### src/rtl/ferry_ctrl_if.sv
// Ride-request / cargo-select bundle between the
// requesting side (master) and the ferry controller (slave).
interface ferry_ctrl_if;
    logic req_w;
    logic req_g;
    logic req_c;
    logic sel_w;
    logic sel_g;
    logic sel_c;
    logic trip_stb;

    modport master (
        output req_w, req_g, req_c,
        input  sel_w, sel_g, sel_c, trip_stb
    );

    modport slave (
        input  req_w, req_g, req_c,
        output sel_w, sel_g, sel_c, trip_stb
    );
endinterface

### src/rtl/ferry_ctrl.sv
// Wolf/goat/cabbage crossing sequencer: safe-move
// round-robin arbitration and multi-cycle crossings.
module ferry_ctrl #(
    parameter int TRIP_W       = 4,
    parameter int CROSS_CYCLES = 2
) (
    input  logic              clk,
    input  logic              rst_n,
    input  logic              start,
    ferry_ctrl_if.slave       bus,
    output logic              bank_m,
    output logic              bank_w,
    output logic              bank_g,
    output logic              bank_c,
    output logic [TRIP_W-1:0] trip_cnt,
    output logic              busy,
    output logic              blocked,
    output logic              done,
    output logic              fail
);

    typedef enum logic [1:0] {
        IDLE,
        ARB,
        CROSS,
        DONE
    } state_t;

    localparam int CW =
        (CROSS_CYCLES > 1) ? $clog2(CROSS_CYCLES) : 1;
    localparam logic [CW-1:0] LAST = CW'(CROSS_CYCLES - 1);

    state_t      state;
    logic [CW-1:0] cyc;
    logic [1:0]  ptr;
    logic [1:0]  nxt_ptr;
    logic [2:0]  req;
    logic [2:0]  here;
    logic [2:0]  elig;
    logic [2:0]  gnt;
    logic        safe0;
    logic        nb_w;
    logic        nb_g;
    logic        nb_c;
    logic        all_far;
    logic [TRIP_W-1:0] cnt_n;

    // Caller guarantees the man is leaving this bank.
    function automatic logic unsafe(input logic [2:0] h);
        return (h[0] & h[1]) | (h[1] & h[2]);
    endfunction

    assign req  = {bus.req_c, bus.req_g, bus.req_w};
    assign here = {bank_c == bank_m,
                   bank_g == bank_m,
                   bank_w == bank_m};

    assign elig[0] = req[0] & here[0]
                   & ~unsafe(here & 3'b110);
    assign elig[1] = req[1] & here[1]
                   & ~unsafe(here & 3'b101);
    assign elig[2] = req[2] & here[2]
                   & ~unsafe(here & 3'b011);
    assign safe0   = ~unsafe(here);

    always_comb begin
        gnt = 3'b000;
        case (ptr)
            2'd0: begin
                if (elig[0])      gnt = 3'b001;
                else if (elig[1]) gnt = 3'b010;
                else if (elig[2]) gnt = 3'b100;
            end
            2'd1: begin
                if (elig[1])      gnt = 3'b010;
                else if (elig[2]) gnt = 3'b100;
                else if (elig[0]) gnt = 3'b001;
            end
            2'd2: begin
                if (elig[2])      gnt = 3'b100;
                else if (elig[0]) gnt = 3'b001;
                else if (elig[1]) gnt = 3'b010;
            end
            default: gnt = 3'b000;
        endcase
    end

    always_comb begin
        nxt_ptr = ptr;
        if (gnt[0]) nxt_ptr = 2'd1;
        if (gnt[1]) nxt_ptr = 2'd2;
        if (gnt[2]) nxt_ptr = 2'd0;
    end

    assign blocked = (state == ARB) & ~(|elig) & ~safe0;

    assign nb_w    = bank_w ^ bus.sel_w;
    assign nb_g    = bank_g ^ bus.sel_g;
    assign nb_c    = bank_c ^ bus.sel_c;
    assign all_far = ~bank_m & nb_w & nb_g & nb_c;
    assign cnt_n   = trip_cnt + 1'b1;

    always_ff @(posedge clk) begin
        if (!rst_n) begin
            state        <= IDLE;
            cyc          <= '0;
            ptr          <= 2'd0;
            bank_m       <= 1'b0;
            bank_w       <= 1'b0;
            bank_g       <= 1'b0;
            bank_c       <= 1'b0;
            trip_cnt     <= '0;
            busy         <= 1'b0;
            done         <= 1'b0;
            fail         <= 1'b0;
            bus.sel_w    <= 1'b0;
            bus.sel_g    <= 1'b0;
            bus.sel_c    <= 1'b0;
            bus.trip_stb <= 1'b0;
        end else begin
            bus.trip_stb <= 1'b0;
            case (state)
                IDLE, DONE: begin
                    if (start) begin
                        state    <= ARB;
                        ptr      <= 2'd0;
                        bank_m   <= 1'b0;
                        bank_w   <= 1'b0;
                        bank_g   <= 1'b0;
                        bank_c   <= 1'b0;
                        trip_cnt <= '0;
                        done     <= 1'b0;
                        fail     <= 1'b0;
                        busy     <= 1'b1;
                    end
                end
                ARB: begin
                    if ((|elig) | safe0) begin
                        state <= CROSS;
                        cyc   <= '0;
                        ptr   <= nxt_ptr;
                        {bus.sel_c, bus.sel_g, bus.sel_w} <= gnt;
                        bus.trip_stb <= (CROSS_CYCLES == 1);
                    end
                end
                CROSS: begin
                    if (cyc == LAST) begin
                        bank_m    <= ~bank_m;
                        bank_w    <= nb_w;
                        bank_g    <= nb_g;
                        bank_c    <= nb_c;
                        trip_cnt  <= cnt_n;
                        bus.sel_w <= 1'b0;
                        bus.sel_g <= 1'b0;
                        bus.sel_c <= 1'b0;
                        // Completion outranks the trip limit.
                        if (all_far) begin
                            state <= DONE;
                            done  <= 1'b1;
                            busy  <= 1'b0;
                        end else if (&cnt_n) begin
                            state <= DONE;
                            fail  <= 1'b1;
                            busy  <= 1'b0;
                        end else begin
                            state <= ARB;
                        end
                    end else begin
                        cyc          <= cyc + 1'b1;
                        bus.trip_stb <= (cyc + 1'b1 == LAST);
                    end
                end
                default: state <= IDLE;
            endcase
        end
    end

endmodule

### src/flat_wrapper.sv
// flat-port wrapper written by rule: the top's interface ports become plain ports
module ferry_ctrl_flat 
#(
    parameter int TRIP_W       = 4,
    parameter int CROSS_CYCLES = 2
)
  (clk, rst_n, start, bank_m, bank_w, bank_g, bank_c, trip_cnt, busy, blocked, done, fail, bus_req_w, bus_req_g, bus_req_c, bus_sel_w, bus_sel_g, bus_sel_c, bus_trip_stb);
  ferry_ctrl_if bus_i ();
  input  logic clk;
  input  logic rst_n;
  input  logic start;
  output logic bank_m;
  output logic bank_w;
  output logic bank_g;
  output logic bank_c;
  output logic [TRIP_W-1:0] trip_cnt;
  output logic busy;
  output logic blocked;
  output logic done;
  output logic fail;
  input wire logic [$bits(bus_i.req_w)-1:0] bus_req_w;
  input wire logic [$bits(bus_i.req_g)-1:0] bus_req_g;
  input wire logic [$bits(bus_i.req_c)-1:0] bus_req_c;
  output wire logic [$bits(bus_i.sel_w)-1:0] bus_sel_w;
  output wire logic [$bits(bus_i.sel_g)-1:0] bus_sel_g;
  output wire logic [$bits(bus_i.sel_c)-1:0] bus_sel_c;
  output wire logic [$bits(bus_i.trip_stb)-1:0] bus_trip_stb;
  assign bus_i.req_w = bus_req_w;
  assign bus_i.req_g = bus_req_g;
  assign bus_i.req_c = bus_req_c;
  assign bus_sel_w = bus_i.sel_w;
  assign bus_sel_g = bus_i.sel_g;
  assign bus_sel_c = bus_i.sel_c;
  assign bus_trip_stb = bus_i.trip_stb;
  ferry_ctrl #(.TRIP_W(TRIP_W), .CROSS_CYCLES(CROSS_CYCLES)) u_core (.clk(clk), .rst_n(rst_n), .start(start), .bus(bus_i), .bank_m(bank_m), .bank_w(bank_w), .bank_g(bank_g), .bank_c(bank_c), .trip_cnt(trip_cnt), .busy(busy), .blocked(blocked), .done(done), .fail(fail));
endmodule
### config.mk
export PLATFORM = sky130hd
export DESIGN_NAME = ferry_ctrl_flat
export DESIGN_NICKNAME = d
export VERILOG_FILES = /design/src/rtl/ferry_ctrl_if.sv /design/src/rtl/ferry_ctrl.sv /design/src/flat_wrapper.sv
export SDC_FILE = /design/constraint.sdc
export NUM_CORES = 1
export LEC_CHECK = 0
export BUFFER_PORTS_ARGS = -buffer_cell sky130_fd_sc_hd__buf_2
export CORE_UTILIZATION = 50
export CTS_BUF_LIST = sky130_fd_sc_hd__clkbuf_16
export DETAILED_ROUTE_END_ITERATION = 12
export GPL_ROUTABILITY_DRIVEN = 0
export PLACE_DENSITY = 0.75
export REMOVE_ABC_BUFFERS = 1
export SLEW_MARGIN = 20
export SYNTH_ARGS = -nofsm -noshare
export SYNTH_HDL_FRONTEND = slang
export SYNTH_SLANG_ARGS = --single-unit
### constraint.sdc
create_clock -name clk -period 1.94 [get_ports clk]
set_input_delay 0.194 -clock clk [delete_from_list [all_inputs] [get_ports clk]]
set_output_delay 0.194 -clock clk [all_outputs]
set_load 0.02 [all_outputs]
==> flow_metrics.env <==
export IMPL_gr_total_overflow=0
export IMPL_grt_antenna_before_repair=0
export IMPL_via_per_inst=5.79
export IMPL_grt_pass1_vias=1133
export IMPL_tightestPinTransition_ns=0.360
export IMPL_clk_insertion_delay_late_ns=0.25
export IMPL_route_detailed_drc=0
export IMPL_setup_tns_ns=0
export IMPL_cts_max_level=1
export IMPL_min_period_over_period_pct=94.5
export IMPL_numCtsBuffers=3
export IMPL_whs_path_depth=4
export IMPL_drt_iter0_markers=24
export IMPL_drtAntennaViolNets=0
export IMPL_cts_sinks=20
export IMPL_wl_per_cell_um=13.6
export IMPL_rows=18
export IMPL_synth_cell_types=44
export IMPL_worstPathRequired_ns=2.11
export IMPL_fillers=224
export IMPL_fin_crit_ns=1.83
export IMPL_vias=1262
export IMPL_setup_viol=0
export IMPL_synth_top_cell_area_share_pct=30.1
export IMPL_firstDrtPassIters=4
export IMPL_start_util_pct=53.3
export IMPL_p_leak_uw=0.000616
export IMPL_ys_warn_count=0
export IMPL_synth_common_cells="nand2_1, dfxtp_1, nor2b_1"
export IMPL_final_hold_viol_count=0
export IMPL_synthFlopType="dfxtp_1"
export IMPL_synth_edff_count=0
export IMPL_cp_start_kind="flop"
export IMPL_timing_critical_path_arrival_ns=2.01
export IMPL_max_cap_violations=0
export IMPL_hold_class="in -> reg"
export IMPL_synthCells=168
export IMPL_relSlewSlack_pct=75.7
export IMPL_drv_slew=0
export IMPL_die_area_sq_mm=0.00287
export IMPL_area_delta_synth_final_pct=16.3
export IMPL_yosys_area_top_type="dfxtp_1"
export IMPL_finalWirelength_mm=2.97
export IMPL_max_freq_mhz=545
export IMPL_hold_buffers=0
export IMPL_cts_tree="built"
export IMPL_clockBufferDepth=2
export IMPL_drive_above_1_share_pct=22.9
export IMPL_syn_area_sq_mm=0.00133
export IMPL_p_per_area_mw_per_mm2=687
export IMPL_dp_hpwl_mm=2.21
export IMPL_grt_max_degree=24
export IMPL_critPathMaxFanout=16
export IMPL_fp_dieW_um=53.6
export IMPL_run_status="finished, final reports clean"
export IMPL_ff2ff_path_depth=9
export IMPL_critPathLaunch="u_core.state[0]"
export IMPL_portBuffers=21
export IMPL_crit_type="reg -> reg"
export IMPL_timing_rr_start="u_core.state[0]"
export IMPL_clk_pin_slew_ns=0.05
export IMPL_grt_use_total_pct=23.5
export IMPL_grt_pass1_wl_mm=4.89
export IMPL_synth_area_leaders="dfxtp_1, nand2_1, nor2b_1, ha_1, o21ai_0"
export IMPL_clock_skew_ns=0.00172
export IMPL_final_nets=200
export IMPL_finalPower_uw=1060
export IMPL_ios=22
export IMPL_die_y_um=53.6
export IMPL_crit_path_end_kind="flop"
export IMPL_ys_seq_area_share_pct=30.1
export IMPL_synth_area_per_cell_sq_um=7.92
export IMPL_holdCritStartpoint="bus_req_w"
export IMPL_antennaDiodeCount=0
export IMPL_synth_async_reset_ratio_pct=0
export IMPL_ir_worst_vdd_uv=864
export IMPL_cts_root_buffer="clkbuf_16"
export IMPL_core_area_sq_mm=0.00250
export IMPL_synth_most_common_cell="nand2_1"
export IMPL_fin_util_pct=61.9
export IMPL_ys_ff_latch=20
-- worst max-delay path: stages, from the launching register on --
cell	delay (ns)
dfxtp_2	0.36
inv_1	0.05
ha_1	0.31
nor2b_1	0.17
a21oi_2	0.13
nand2_1	0.06
buf_4	0.19
nor3b_1	0.22
o21ai_0	0.09
a21boi_0	0.16
-- final timing paths --
check | end | slack, ns
setup / recovery | u_core.bank_g | 0.11
hold / removal | u_core.ptr[1] | 0.36
hold reg to reg | u_core.cyc | 0.51
setup reg to reg | u_core.bank_g | 0.11
-- registers in the layout (all words and copies together) (netlist names) --
register,flops
u_core.state,2
u_core.fail,1
u_core.bank_g,1
u_core.bus.sel_c,1
u_core.bus.sel_w,1
u_core.trip_cnt,4
u_core.bank_m,1
u_core.bus.trip_stb,1
u_core.bank_w,1
u_core.bank_c,1
u_core.bus.sel_g,1
u_core.ptr,2
u_core.done,1
u_core.cyc,1
u_core.busy,1
-- per-layer routing --
layer	GRT usage (%)	wire, um	part of all wire [%]	vias up
li1	-	-	-	627
met5	0	0	0	-
met2	41.5	1450	49	38
met4	6.14	14	0.47	0
met3	7.63	173	5.8	2
met1	27.1	1330	45	595
-- cells by family after synthesis --
logic type	after synthesis	share of synthesized area (%)
adders and majority gates	5	4.70
and+or+nand+nor	76	30.4
xor gates and xnor gates	4	2.63
DFF	20	30.1
AOI/OAI and AO/OA	47	25.8
muxes	1	0.752
buffers and inverters	15	5.64
-- layout by cell type (no fill, tap or decap), types with 5 or more instances in the layout --
cell type / Yosys / final
nand2_1: 23 / 23
buf_2: 2 / 21
dfxtp_1: 20 / 15
nor2b_1: 12 / 12
o21ai_0: 11 / 11
nor2_1: 7 / 7
a21oi_1: 8 / 7
nand3_1: 7 / 7
inv_1: 6 / 6
and2_1: 6 / 6
nor3b_1: 6 / 6
a21boi_0: 7 / 5
dfxtp_2: 0 / 5
-- timing repair --
action                     in CTS  in global routing
resized for setup               4                  6
setup endpoints to repair       1                 10
pin swaps                       0                  1
buffers inserted                0                  1
-- per-stage QoR --
stage,cells,worst slack [ns],hold WS [ns],cell area [sq um]
global route,218,-0.0164,0.378,1550
floorplan,159,0.0254,0.311,1280
CTS,217,0.00251,0.356,1530
detailed placement,213,0.0688,0.501,1440
global placement,213,0.181,0.485,1440
finish,218,0.106,0.359,1550
-- power breakdown --
group          internal, uW  total, uW  switching (uW)  leakage [uW]
Combinational          78.5        199             120      0.000414
Sequential              426        441            14.7      0.000164
Clock                   274        423             149     0.0000385
Total                   779       1060             284      0.000616
-- area by class of cell --
class / count / area, sq um / share of cell area, %
Clock buffer: 3 / 75.1 / 4.85
Clock inverter: 1 / 3.75 / 0.243
Inverter: 6 / 22.5 / 1.46
Multi-Input combinational cell: 133 / 867 / 56.0
Sequential cell: 20 / 407 / 26.3
Tap cell: 30 / 37.5 / 2.43
Timing Repair Buffer: 25 / 135 / 8.73
No activity file was read; power rests on OpenSTA's default activity.
